[src/rtl/lif_chain_if.sv]
// Bus bundle for lif_chain: control/stimulus inputs and spike/state outputs.
// master drives the stimulus side, slave is the neuron chain itself.
interface lif_chain_if #(
    parameter int N_NEURONS = 3,
    parameter int WIDTH     = 8
);
    logic                         en;
    logic [WIDTH-1:0]             current;
    logic [WIDTH-1:0]             threshold;
    logic [WIDTH-1:0]             chain_weight;
    logic                         cnt_clr;
    logic [N_NEURONS-1:0]         spikes;
    logic [N_NEURONS*WIDTH-1:0]   state_flat;
    logic [15:0]                  spike_count;

    modport master (
        output en, current, threshold, chain_weight, cnt_clr,
        input  spikes, state_flat, spike_count
    );

    modport slave (
        input  en, current, threshold, chain_weight, cnt_clr,
        output spikes, state_flat, spike_count
    );
endinterface

[src/rtl/lif_chain.sv]
// Chain of leaky integrate-and-fire neurons. Neuron 0 integrates the external
// current; neuron i>0 integrates chain_weight on cycles where neuron i-1's
// registered spike is high. Shift leak, saturating sum, absolute refractory
// period, global enable.
// Optional macro LIF_CHAIN_SPIKE_CNT_EN builds the 16-bit saturating counter of
// last-neuron spikes; without it spike_count is tied to zero and cnt_clr unused.
module lif_chain #(
    parameter int N_NEURONS  = 3,
    parameter int WIDTH      = 8,
    parameter int LEAK_SHIFT = 1,
    parameter int REFRACTORY = 2
) (
    input  logic       clk,
    input  logic       rst,
    lif_chain_if.slave bus
);
    localparam logic [3:0] REFR_LOAD = 4'(REFRACTORY);

    logic [WIDTH-1:0] r_state [N_NEURONS];
    logic [3:0]       r_refr  [N_NEURONS];
    logic             r_spike [N_NEURONS];
    logic             w_fire  [N_NEURONS];

    for (genvar gi = 0; gi < N_NEURONS; gi++) begin : g_neuron
        logic [WIDTH-1:0] w_in;
        logic [WIDTH-1:0] w_leaked;
        logic [WIDTH:0]   w_sum;

        if (gi == 0) begin : g_src
            assign w_in = bus.current;
        end else begin : g_hop
            assign w_in = r_spike[gi-1] ? bus.chain_weight : '0;
        end

        // leaked value never exceeds state, so the subtraction cannot borrow
        assign w_leaked = r_state[gi] - (r_state[gi] >> LEAK_SHIFT);
        assign w_sum    = {1'b0, w_leaked} + {1'b0, w_in};
        assign w_fire[gi] = (r_refr[gi] == '0) && (r_state[gi] >= bus.threshold);

        // Per-neuron update: refractory clamp, then fire, then leaky integrate
        always_ff @(posedge clk) begin
            if (rst) begin
                r_state[gi] <= '0;
                r_refr[gi]  <= '0;
                r_spike[gi] <= 1'b0;
            end else if (bus.en) begin
                if (r_refr[gi] != '0) begin
                    r_state[gi] <= '0;
                    r_refr[gi]  <= r_refr[gi] - 4'd1;
                    r_spike[gi] <= 1'b0;
                end else if (w_fire[gi]) begin
                    r_state[gi] <= '0;
                    r_refr[gi]  <= REFR_LOAD;
                    r_spike[gi] <= 1'b1;
                end else begin
                    r_state[gi] <= w_sum[WIDTH] ? '1 : w_sum[WIDTH-1:0];
                    r_spike[gi] <= 1'b0;
                end
            end
        end
    end

    // Pack per-neuron registers onto the flat output buses
    always_comb begin
        bus.spikes     = '0;
        bus.state_flat = '0;
        for (int unsigned i = 0; i < N_NEURONS; i++) begin
            bus.spikes[i]                    = r_spike[i];
            bus.state_flat[i*WIDTH +: WIDTH] = r_state[i];
        end
    end

`ifdef LIF_CHAIN_SPIKE_CNT_EN
    logic [15:0] r_count;

    // Count last-neuron firings; clear beats increment, holds at all-ones
    always_ff @(posedge clk) begin
        if (rst) begin
            r_count <= '0;
        end else if (bus.cnt_clr) begin
            r_count <= '0;
        end else if (bus.en && w_fire[N_NEURONS-1] && (r_count != '1)) begin
            r_count <= r_count + 16'd1;
        end
    end

    assign bus.spike_count = r_count;
`else
    logic w_unused_cnt_clr;
    assign w_unused_cnt_clr = bus.cnt_clr;
    assign bus.spike_count  = '0;
`endif
endmodule

[src/flat_wrapper.sv]
// flat-port wrapper written by rule: the top's interface ports become plain ports
module lif_chain_flat 
#(
    parameter int N_NEURONS  = 3,
    parameter int WIDTH      = 8,
    parameter int LEAK_SHIFT = 1,
    parameter int REFRACTORY = 2
)
  (clk, rst, bus_en, bus_current, bus_threshold, bus_chain_weight, bus_cnt_clr, bus_spikes, bus_state_flat, bus_spike_count);
  lif_chain_if #(.N_NEURONS(N_NEURONS), .WIDTH(WIDTH)) bus_i ();
  input  logic clk;
  input  logic rst;
  input wire logic [$bits(bus_i.en)-1:0] bus_en;
  input wire logic [$bits(bus_i.current)-1:0] bus_current;
  input wire logic [$bits(bus_i.threshold)-1:0] bus_threshold;
  input wire logic [$bits(bus_i.chain_weight)-1:0] bus_chain_weight;
  input wire logic [$bits(bus_i.cnt_clr)-1:0] bus_cnt_clr;
  output wire logic [$bits(bus_i.spikes)-1:0] bus_spikes;
  output wire logic [$bits(bus_i.state_flat)-1:0] bus_state_flat;
  output wire logic [$bits(bus_i.spike_count)-1:0] bus_spike_count;
  assign bus_i.en = bus_en;
  assign bus_i.current = bus_current;
  assign bus_i.threshold = bus_threshold;
  assign bus_i.chain_weight = bus_chain_weight;
  assign bus_i.cnt_clr = bus_cnt_clr;
  assign bus_spikes = bus_i.spikes;
  assign bus_state_flat = bus_i.state_flat;
  assign bus_spike_count = bus_i.spike_count;
  lif_chain #(.N_NEURONS(N_NEURONS), .WIDTH(WIDTH), .LEAK_SHIFT(LEAK_SHIFT), .REFRACTORY(REFRACTORY)) u_core (.clk(clk), .rst(rst), .bus(bus_i));
endmodule
[config.mk]
export PLATFORM = sky130hd
export DESIGN_NAME = lif_chain_flat
export DESIGN_NICKNAME = d
export VERILOG_FILES = /design/src/rtl/lif_chain_if.sv /design/src/rtl/lif_chain.sv /design/src/flat_wrapper.sv
export SDC_FILE = /design/constraint.sdc
export NUM_CORES = 1
export LEC_CHECK = 0
export ABC_AREA = 1
export ABC_CLOCK_PERIOD_IN_PS = 2850
export BUFFER_PORTS_ARGS = -buffer_cell sky130_fd_sc_hd__clkbuf_2
export CORE_AREA = 2 2 119 121
export CTS_CLUSTER_DIAMETER = 80
export DETAILED_ROUTE_END_ITERATION = 6
export DIE_AREA = 0 0 121 123
export SYNTH_ARGS = -nofsm -noshare
export SYNTH_HDL_FRONTEND = slang
export SYNTH_SLANG_ARGS = --single-unit
export TNS_END_PERCENT = 20
[constraint.sdc]
create_clock -name clk -period 2.85 [get_ports clk]
set_input_delay 0.1425 -clock clk [delete_from_list [all_inputs] [get_ports clk]]
set_output_delay 0.1425 -clock clk [all_outputs]
set_load 0.01 [all_outputs]
---- Word-level counts from Yosys, hierarchy flattened ----
Memories as Yosys holds them, arrays and structs flattened.
Index checks and enable logic that the tools add are counted.
storage, ports and cells
  memories kept ........................... 3
  memory bits (writable) .................. 39
  register bits ........................... 0
  input port bits ......................... 28
operators by class
  reduce and logical (&&, ||, !) cells .... 9
  bitwise gates (word level) .............. 24
  order comparisons ....................... 3
  add/subtract/negate cells ............... 9
  mux-type cells .......................... 73
memories
  memory          depth  width  read ports  clocked after Yosys merged registers in  wr ports  RTL line         text
  u_core.r_state  3      8      3           0                                        3         lif_chain.sv:19  logic [WIDTH-1:0] r_state [N_NEURONS];
  u_core.r_refr   3      4      3           0                                        3         lif_chain.sv:20  logic [3:0] r_refr [N_NEURONS];
  u_core.r_spike  3      1      3           0                                        3         lif_chain.sv:21  logic r_spike [N_NEURONS];
operators by type and width
  kind                 count
  $mux 8               14
  $mux 1               53
  $add 8x8->9          3
  $ge 8x8->1           3
  $mux 4               6
  $or 1x1->1           24
  $sub 8x7->8          3
  $logic_not 4->1      3
  $reduce_bool 4->1    3
  $sub 4x1->4 const B  3
  $logic_and 1x1->1    3

---- Longest topological paths before layout ----
Gate-level depths: netlist (run 1).
An unclocked memory read counts as a cell.
  depth in word-level cells ............... 10
  depth in mapped cells ................... 18
  mapped depth without buffers ............ 18

---- Least setup slack after synthesis (run 1) ----
Ideal clock, no wire load.
  path kind ............................... register to register
  start ................................... memory u_core.r_state[1][0]
  end ..................................... memory u_core.r_state[1][6] (data pin)
  cell stages (with the launch flop) ...... 17
  required time ........................... 2595 ps
  arrival time ............................ 2378 ps
  path slack .............................. 216 ps
  period minus slack after synthesis ...... 2634 ps
  path through ............................ edfxtp_1 -> inv_1 -> ha_1 -> inv_1 -> fa_1 -> nand4_1 -> nand3_1 -> xor2_1 -> ha_1 -> nand2_1 -> inv_1 -> nand2_1 -> nand2_1 -> a21oi_4 -> nand2_1 -> nor2_1 -> nor2_1
RTL lines
  what         RTL line
  from (decl)  lif_chain.sv:19

==> impl_metrics.yaml, run 1 <==
timing:
  maxSlewHeadroom_pct: 53.9
  fin_crit_sh_pct: 96.6
  fin_skew_ns: 0.00598
  hold_viol: 0
  period_needed_ns: 2.75
  tightest_slew_ns: 0.692
  worst_slack_ns: 0.0961
  slew_viol_final: 0
  clock.fmax_mhz: 363
  finalSetupViolations: 0
  finalSetupTns_ns: 0
route:
  first_pass_iters: 5
  viasPerCell: 4.41
  drc: 0
  drt-initial-drc-count: 169
  vias: 4075
  ant_nets: 0
  wl_per_cell_um: 11.5
  wl_um: 10600
layout:
  n_antenna_cell: 0
  syn_to_final_growth_pct: 21.6
  fin_nets: 848
  drive_above_1_share_pct: 19.5
floorplanning:
  dieArea_um2: 14900
  start_util_pct: 34.2
  ios: 71
  rows: 43
  die_w_um: 121
  core-area_um2: 13600
  die_height_um: 123
logic_synthesis:
  synth.most_common_cell: "nand2_1"
  netlist-cell-type-count: 36
  synth_edf_count: 39
  yosysSeqAreaShare_pct: 25.1
  syn_area_per_cell_um2: 7.27
  synth.area.top_cells: "edfxtp_1 (25%), ha_1 (19%), nand2_1 (12%), inv_1 (11%), nor2_1 (5.3%)"
  synth_area_um2: 4660
  synth_top_area_share_pct: 25.1
  synthTopCellsByCount: "nand2_1 (153), inv_1 (134), ha_1 (72), nor2_1 (66), a21oi_1 (40)"
  synth_flop_cell: "edfxtp_1"
  yosysWarnings: 0
  synthArstFlopShare_pct: 0
  synth_top_cell_by_area: "edfxtp_1"
  synthCells: 641
  synth_seq_cells: 39
clock_tree:
  clockBufferDepth: 2
  insertion_delay_ns: 0.28
  clock_sinks: 39
  path_clk_slew_ns: 0.06
  cts_tree: "built"
  cts_buffers: 5
  h-tree-depth: 2
  cts_root_buf: "clkbuf_16"
  postCtsHoldBufs: 0
global_routing:
  antenna_found_initial: 0
  grt.overflow.total: 0
  grt_start_max_net_pins: 28
  grt_pass1_wl_um: 16700
  grt_pass1_vias: 3669
  track_usage_pct: 14.0
critical_path:
  cp.arrival_ns: 2.79
  worstSetupPathType: "reg2reg"
  crit_buf_inv: 3
  path_max_fanout: 7
  cp_data_required_time_ns: 2.89
  cp_slowest_stage_delay_ns: 0.42
  cp_common_cell: "nand2_1"
  critPathCaptureType: "register"
  cpMaxStageDelayCell: "fa_2"
  cp_top_family: "adder cells"
  crit_chain: "inv_2 -> ha_4 -> inv_2 -> fa_2 -> nand4_1 -> nand3_1 -> xor2_1 -> ha_1 -> nand2_1 -> inv_1 -> nand2_1 -> nand2_2 -> a21oi_4 -> nand2_1 -> nor2_1 -> nor2_1"
  crit_path_start_kind: "register"
pwr:
  power.switching_uw: 1400
  p_clk_share_pct: 16.6
  combinationalPowerShare_pct: 59.9
  p_sw_share_pct: 42.9
  seq_power_share_pct: 23.5
  p_int_uw: 1870
  power_per_cell_area_nw_per_um2: 578
  leakage_uw: 0.00322
  ir_worst_vdd_mv: 0.258
place:
  portBuffers: 53
  gp_congestion: 0.840
  preCtsSetupSlack_ns: 0.0420
  dp_hpwl_um: 8640
outcome:
  outcome: "finished clean"
flow_run:
  drv_cap: 0
worst_hold_path:
  hold_class: "in2reg"
-- per-layer routing --
layer	vias up	part of all wire, %	GRT usage, %
li1	2213	-	-
met1	1802	50	19.3
met2	55	46	23.5
met3	5	3.8	2.44
met4	0	0.44	2.18
met5	-	0	0
-- flip-flops by register name, indices dropped and copies added (netlist names) --
signal,flops
u_core.r_spike,3
u_core.r_state,24
u_core.r_refr,12
-- kinds of logic (layout without fill, tap and decap cells) --
family,after synthesis,after routing,synth area share [%]
simple gates,276,276,25.6
buf+inv,156,243,14.1
fa+ha+maj,78,78,21.9
compound gates,63,63,7.93
flops,39,39,25.1
xor+xnor,28,28,5.27
other cells,1,16,0.0805
-- final timing paths --
kind / from / end / slack [ns] / cells after the start
worst max register to register: u_core.r_state[1][0]$_SDFFCE_PN0P_ / u_core.r_state[1][5]$_SDFFCE_PN0P_ / 0.1 / 16
worst max-delay path: u_core.r_state[1][0]$_SDFFCE_PN0P_ / u_core.r_state[1][5]$_SDFFCE_PN0P_ / 0.1 / 16
worst min register to register: u_core.r_refr[2][0]$_SDFFCE_PP0P_ / u_core.r_refr[2][0]$_SDFFCE_PP0P_ / 0.55 / 1
worst min-delay path: bus_current[0] / u_core.r_state[0][0]$_SDFFCE_PN0P_ / 0.32 / 4
-- metrics by stage --
step	cell area, µm²	instances	power, µW	utilization [%]	hold slack [ns]
after floorplan	4710	656	2140	-	0.427
after global placement	5170	883	2530	38.0	0.542
after detailed placement	5170	883	2530	38.0	0.545
after CTS	5300	891	3080	39.0	0.333
after global routing	5660	923	3600	41.6	0.355
final	5660	923	3270	41.6	0.320
-- power by group through the flow --
stage	clock, µW	combinational, µW	sequential [µW]
2_1_floorplan	0	1350	790
3_3_place_gp	0	1740	786
3_5_place_dp	0	1750	787
4_1_cts	548	1760	775
5_1_grt	573	2250	779
6_report	542	1960	770
-- final cells by class --
class                           instances  area [µm²]
Clock buffer                            7         133
Clock inverter                          1        5.00
Fill cell                            1410        7950
Inverter                              135         507
Multi-Input combinational cell        461        3000
Sequential cell                        39        1170
Tap cell                              180         225
Timing Repair Buffer                  100         622
-- cells in the final DEF (no fill, tap or decap), types with 5 or more instances in the layout --
master,netlist,routed
clkbuf_16,0,5
clkbuf_2,0,53
a21o_1,6,6
ha_4,0,5
nand2_1,153,151
nor2_1,66,65
buf_4,19,46
inv_1,134,128
edfxtp_1,39,39
nand4_1,12,12
xor2_1,19,19
nand2_2,3,5
inv_2,1,7
conb_1,1,16
xnor2_1,9,9
ha_1,72,66
nand3_1,24,23
a21oi_1,40,37
a31oi_1,7,5
-- worst reg2reg max path, cell delays in order, from the launching register on --
cell and delay [ns]:
edfxtp_1 0.41, inv_2 0.10, ha_4 0.13, inv_2 0.05
fa_2 0.42, nand4_1 0.09, nand3_1 0.10, xor2_1 0.17
ha_1 0.33, nand2_1 0.10, inv_1 0.04, nand2_1 0.07
nand2_2 0.06, a21oi_4 0.21, nand2_1 0.08, nor2_1 0.12
nor2_1 0.05
-- repair_timing --
action,4_1_cts,5_1_grt
endpoints found under the setup margin,0,21
gates resized for setup,0,27
buffers inserted,0,32
No activity file was read; power rests on OpenSTA's default activity.
==> run 2: changes to the inputs <==
--- a/config.mk
+++ b/config.mk
@@ -8,7 +8,9 @@
 export ABC_AREA = 1
 export ABC_CLOCK_PERIOD_IN_PS = 2850
 export BUFFER_PORTS_ARGS = -buffer_cell sky130_fd_sc_hd__clkbuf_2
+export CAP_MARGIN = 20
 export CORE_AREA = 2 2 119 121
+export CTS_BUF_LIST = sky130_fd_sc_hd__clkbuf_2
 export CTS_CLUSTER_DIAMETER = 80
 export DETAILED_ROUTE_END_ITERATION = 6
 export DIE_AREA = 0 0 121 123
==> run 2 against run 1 <==
Against the previous run: cell area is 1.2% higher; largest cell class unchanged; sequential share of layout area decreased by 0.25 points; count of clock-buffer cells in the layout stayed put; worst hold slack lost 0.12 ns; sequential power about the same; global-route usage down 0.17 points; final cell count rose by 0.87%; die area did not move; worst setup slack hardly changed; routed wire length increased by 1.8%; register-to-register slack is essentially flat; via count increased by 0.42%.
==> impl_metrics.yaml, run 2 (same netlist as run 1, synthesis figures left out) <==
place:
  portBuffers: 53
  gp_congestion: 0.840
  preCtsSetupSlack_ns: 0.0420
  dpl_cell_area_um2: 5170
  dp_hpwl_um: 8640
critical_path:
  crit_path_start_kind: "register"
  worstSetupPathType: "reg2reg"
  rrSetupSlack_ns: 0.1
  cp_common_cell: "nand2_1"
  cp_top_family: "adder cells"
  crit_buf_inv: 5
  path_max_fanout: 3
  cp.arrival_ns: 2.94
  reg2reg_from: "u_core.r_state[1][0]$_SDFFCE_PN0P_"
  crit_chain: "inv_2 -> ha_4 -> inv_2 -> fa_2 -> nand4_1 -> nand3_1 -> xor2_1 -> ha_1 -> buf_4 -> nand2_1 -> inv_1 -> a21oi_1 -> nand2_1 -> nand2_1 -> nand3_1 -> nand2_1 -> inv_1"
  critPathCaptureType: "register"
  cp_slowest_stage_delay_ns: 0.46
  cpMaxStageDelayCell: "edfxtp_1"
  reg2reg_depth: 17
  worstReg2RegEnd: "u_core.r_state[1][7]$_SDFFCE_PN0P_"
  cp_data_required_time_ns: 3.04
floorplanning:
  start_util_pct: 34.2
  dieArea_um2: 14900
  rows: 43
  ios: 71
  die_height_um: 123
  core-area_um2: 13600
  die_w_um: 121
global_routing:
  grt_start_max_net_pins: 28
  grt_use_met2_pct: 23.5
  track_usage_pct: 13.9
  antenna_found_initial: 0
  grt_use_met3_pct: 2.31
  grt.overflow.total: 0
  grt_pass1_vias: 3651
  gr-usage-met1_pct: 19.1
  busiest_layer: "met2"
  grt_pass1_wl_um: 16600
clock_tree:
  cts_root_buf: "clkbuf_2"
  insertion_delay_ns: 0.38
  clock_sinks: 39
  cts_buffers: 5
  h-tree-depth: 2
  cts_tree: "built"
  clockBufferDepth: 2
  path_clk_slew_ns: 0.22
  postCtsHoldBufs: 0
flow_run:
  drv_cap: 0
timing:
  clock.fmax_mhz: 363
  hold_viol: 0
  slew_viol_final: 0
  rsz0062_at_grt: "yes"
  worst_slack_ns: 0.0962
  tightest_slew_ns: 0.687
  maxSlewHeadroom_pct: 54.2
  period_needed_ns: 2.75
  finalSetupTns_ns: 0
  fin_skew_ns: 0.0184
  fin_crit_sh_pct: 96.6
  finalSetupViolations: 0
layout:
  finalInstanceArea_um2: 5730
  syn_to_final_growth_pct: 23.1
  seq_area_um2: 1170
  n_antenna_cell: 0
  fin_nets: 856
  top_regs: "u_core.r_state: 24 flops, u_core.r_refr: 12 flops, u_core.r_spike: 3 flops"
  final_cell_mix: "nand2_1 (148), inv_1 (125), nor2_1 (61)"
  fillers: 1406
  drive_above_1_share_pct: 23.7
  final_common_cell: "nand2_1"
  multi_input_area_um2: 3100
  largest_register: "u_core.r_state"
  largest_register_ffs: 24
route:
  vias: 4092
  viasPerCell: 4.40
  ant_nets: 0
  first_pass_iters: 4
  drc: 0
  wl_per_cell_um: 11.6
  drt-initial-drc-count: 144
  wl_um: 10800
outcome:
  outcome: "finished clean"
worst_hold_path:
  hold_start: "bus_current[0]"
  hold_class: "in2reg"
  holdPathEnd: "u_core.r_state[0][0]$_SDFFCE_PN0P_"
  hold_path_depth: 4
pwr:
  ir_worst_vdd_mv: 0.202
  leakage_uw: 0.00324
  design_power_total_uw: 3100
  power_per_cell_area_nw_per_um2: 541
-- run 2: timing repair --
action	CTS	global route
endpoints found under the hold margin	0	0
gates resized for setup	0	55
setup endpoints to repair	0	22
buffers inserted	0	40
-- run 2: worst register-to-register path, cell delays in order (launching register included) --
cell	delay, ns
edfxtp_1	0.46
inv_2	0.10
ha_4	0.13
inv_2	0.05
fa_2	0.42
nand4_1	0.09
nand3_1	0.10
xor2_1	0.16
ha_1	0.33
buf_4	0.16
nand2_1	0.07
inv_1	0.04
a21oi_1	0.17
nand2_1	0.07
nand2_1	0.05
nand3_1	0.06
nand2_1	0.07
inv_1	0.03
-- run 2: per-layer routing --
metal | up-vias | wire length (µm)
li1 | 2227 | -
met1 | 1806 | 5310
met2 | 57 | 5040
met3 | 2 | 463
met4 | 0 | 30
met5 | - | 0
-- run 2: final cells by class --
cell class,count,share of cell area [%]
flip-flops and latches,39,20.4
clock buffers,7,0.611
inverters,135,8.88
well taps,180,3.93
clock inverters,1,0.0873
repair buffers,108,12.0
multi-input cells,461,54.1
-- run 2: power breakdown --
group / internal [µW] / total (µW) / switching [µW]
Combinational: 893 / 2080 / 1190
Clock: 67.2 / 255 / 188
Sequential: 713 / 767 / 54.0
Total: 1670 / 3100 / 1430
-- run 2: how the worst max path moves through the flow --
| stage | from | end | slack (ns) | depth (start not counted) |
|---|---|---|---|---|
| 2_1_floorplan | u_core.r_state[1][0]$_SDFFCE_PN0P_ | u_core.r_state[1][6]$_SDFFCE_PN0P_ | 0.22 | 16 |
| 3_3_place_gp | u_core.r_state[1][4]$_SDFFCE_PN0P_ | u_core.r_state[1][6]$_SDFFCE_PN0P_ | 0.09 | 13 |
| 3_5_place_dp | u_core.r_state[1][0]$_SDFFCE_PN0P_ | u_core.r_state[1][6]$_SDFFCE_PN0P_ | 0.04 | 16 |
| 4_1_cts | u_core.r_state[1][0]$_SDFFCE_PN0P_ | u_core.r_state[1][6]$_SDFFCE_PN0P_ | 0.02 | 16 |
| 5_1_grt | u_core.r_state[0][5]$_SDFFCE_PN0P_ | u_core.r_state[0][5]$_SDFFCE_PN0P_ | -0.05 | 16 |
| 6_report | u_core.r_state[1][0]$_SDFFCE_PN0P_ | u_core.r_state[1][7]$_SDFFCE_PN0P_ | 0.1 | 17 |
-- run 2: per-stage QoR --
stage	hold slack, ns	instances	utilization (%)
after floorplan	0.427	656	-
after global placement	0.542	883	38.0
after detailed placement	0.545	883	38.0
after CTS	0.193	891	38.2
after global routing	0.203	931	42.1
final	0.199	931	42.1
==> run 3: changes to the inputs <==
--- a/config.mk
+++ b/config.mk
@@ -12,8 +12,10 @@
 export CORE_AREA = 2 2 119 121
 export CTS_BUF_LIST = sky130_fd_sc_hd__clkbuf_2
 export CTS_CLUSTER_DIAMETER = 80
+export CTS_CLUSTER_SIZE = 14
 export DETAILED_ROUTE_END_ITERATION = 6
 export DIE_AREA = 0 0 121 123
+export SETUP_SLACK_MARGIN = 0.1
 export SYNTH_ARGS = -nofsm -noshare
 export SYNTH_HDL_FRONTEND = slang
 export SYNTH_SLANG_ARGS = --single-unit
==> constraint.sdc (replaced) <==
create_clock -name clk -period 2.85 [get_ports clk]
set_input_delay 0.1425 -clock clk [delete_from_list [all_inputs] [get_ports clk]]
set_output_delay 0.1425 -clock clk [all_outputs]
set_load 0.02 [all_outputs]
==> run 3 against run 2 <==
Against the previous run: combinational power increased by 5%; register-to-register slack better by 0.02 ns; critical path depth decreased by 1; utilization rose by 0.21 points; sequential share of layout area is 0.10 points lower; critical endpoint is now u_core.r_state[1][5]$_SDFFCE_PN0P_; worst setup slack improved by 0.015 ns; via count up 0.42%; final cell count rose by 0.11%.
==> impl_metrics.yaml, run 3 (same netlist as run 1, synthesis figures left out) <==
pwr:
  design_power_total_uw: 3200
  power_per_cell_area_nw_per_um2: 556
  combinationalPowerShare_pct: 68.2
  p_clk_share_pct: 7.8
  p_int_uw: 1700
  seq_power_share_pct: 24.0
  leakage_uw: 0.00325
  ir_worst_vdd_mv: 0.211
  power.switching_uw: 1500
  p_sw_share_pct: 46.9
clock_tree:
  cts_root_buf: "clkbuf_2"
  path_clk_slew_ns: 0.21
  h-tree-depth: 2
  clockBufferDepth: 2
  clock_sinks: 39
  insertion_delay_ns: 0.38
  cts_buffers: 5
  postCtsHoldBufs: 0
  cts_tree: "built"
route:
  vias: 4109
  drc: 0
  viasPerCell: 4.41
  wl_um: 10900
  drt-initial-drc-count: 132
  ant_nets: 0
  first_pass_iters: 4
  wl_per_cell_um: 11.7
global_routing:
  antenna_found_initial: 0
  grt_pass1_wl_um: 16700
  track_usage_pct: 13.9
  grt_start_max_net_pins: 28
  grt.overflow.total: 0
  grt_pass1_vias: 3685
layout:
  fin_nets: 857
  drive_above_1_share_pct: 24.2
  largest_register_ffs: 24
  fillers: 1410
  largest_register: "u_core.r_state"
  final_util_pct: 42.3
  instances_no_fill: 932
  n_antenna_cell: 0
  top_regs: "u_core.r_state: 24 flops, u_core.r_refr: 12 flops, u_core.r_spike: 3 flops"
  final_cell_mix: "nand2_1 (147), inv_1 (125), ha_1 (60), clkbuf_2 (60), nor2_1 (59)"
  syn_to_final_growth_pct: 23.7
  final_common_cell: "nand2_1"
critical_path:
  cp_data_required_time_ns: 3.02
  cp.arrival_ns: 2.91
  crit_path_start_kind: "register"
  critPathCaptureType: "register"
  rrSetupSlack_ns: 0.11
  path_max_fanout: 7
  worstSetupPathType: "reg2reg"
  reg2reg_depth: 16
timing:
  worst_slack_ns: 0.112
  slew_viol_final: 0
  rsz0062_at_grt: "yes"
  fin_skew_ns: 0.0144
  period_needed_ns: 2.74
  fin_crit_sh_pct: 96.1
  finalSetupViolations: 0
  tightest_slew_ns: 0.691
  clock.fmax_mhz: 365
  worst_hold_slack_ns: 0.201
  hold_viol: 0
  maxSlewHeadroom_pct: 54.0
place:
  preCtsSetupSlack_ns: 0.0420
  dp_hpwl_um: 8640
  place_inst: 883
  portBuffers: 53
  gp_congestion: 0.840
floorplanning:
  die_w_um: 121
  start_util_pct: 34.2
  dieArea_um2: 14900
  core-area_um2: 13600
  die_height_um: 123
  rows: 43
  ios: 71
worst_hold_path:
  hold_class: "in2reg"
  hold_path_depth: 4
outcome:
  outcome: "finished clean"
flow_run:
  drv_cap: 0
## run 3: area by class of cell
class	instances	area, µm²	share of cell area [%]
multi-input combinational	461	3120	54.1
sequential	39	1170	20.3
timing repair buffer	109	697	12.1
inverter	135	512	8.88
tap	180	225	3.91
clock buffer	7	35.0	0.608
clock inverter	1	5.00	0.0869
## run 3: final timing paths
check                                        to                          startpoint
max          u_core.r_state[1][5]$_SDFFCE_PN0P_  u_core.r_state[1][0]$_SDFFCE_PN0P_
max reg2reg  u_core.r_state[1][5]$_SDFFCE_PN0P_  u_core.r_state[1][0]$_SDFFCE_PN0P_
min reg2reg   u_core.r_refr[1][0]$_SDFFCE_PP0P_   u_core.r_refr[1][0]$_SDFFCE_PP0P_
min          u_core.r_state[0][0]$_SDFFCE_PN0P_                      bus_current[0]
## run 3: power groups by stage
stage | logic (µW) | registers, µW | clock network, µW
4_1_cts | 1820 | 771 | 260
3_5_place_dp | 1780 | 787 | 0
6_report | 2180 | 767 | 251
3_3_place_gp | 1780 | 786 | 0
2_1_floorplan | 1360 | 816 | 0
5_1_grt | 2470 | 777 | 281
## run 3: through the flow
| stage | instance area [µm²] | setup TNS, ns |
|---|---|---|
| global route | 5760 | -0.151 |
| global placement | 5170 | 0 |
| floorplan | 4710 | 0 |
| detailed placement | 5170 | 0 |
| finish | 5760 | 0 |
| CTS | 5250 | 0 |
## run 3: repair_timing
item                       CTS  global route
setup endpoints to repair   15            24
gates resized for setup      3            60
setup buffers                4            37
pin swaps                    2            52
gates cloned                 0             0
## run 3: layer usage
layer / wire length [µm] / up-vias / global-route usage [%]
met3: 451 / 4 / 2.40
li1: - / 2232 / -
met5: 0 / - / 0
met1: 5340 / 1816 / 19.1
met4: 40 / 0 / 1.82
met2: 5040 / 57 / 23.7
## run 3: critical path: stages (launching register included)
cell	delay, ns
edfxtp_1	0.44
inv_2	0.10
ha_4	0.14
inv_4	0.03
fa_2	0.41
nand4_1	0.09
nand3_1	0.10
xor2_1	0.17
ha_1	0.35
nand2_1	0.10
inv_1	0.04
nand2_1	0.06
nand2_2	0.06
a21oi_4	0.21
nand2_1	0.08
nor2_1	0.12
nor2_1	0.05
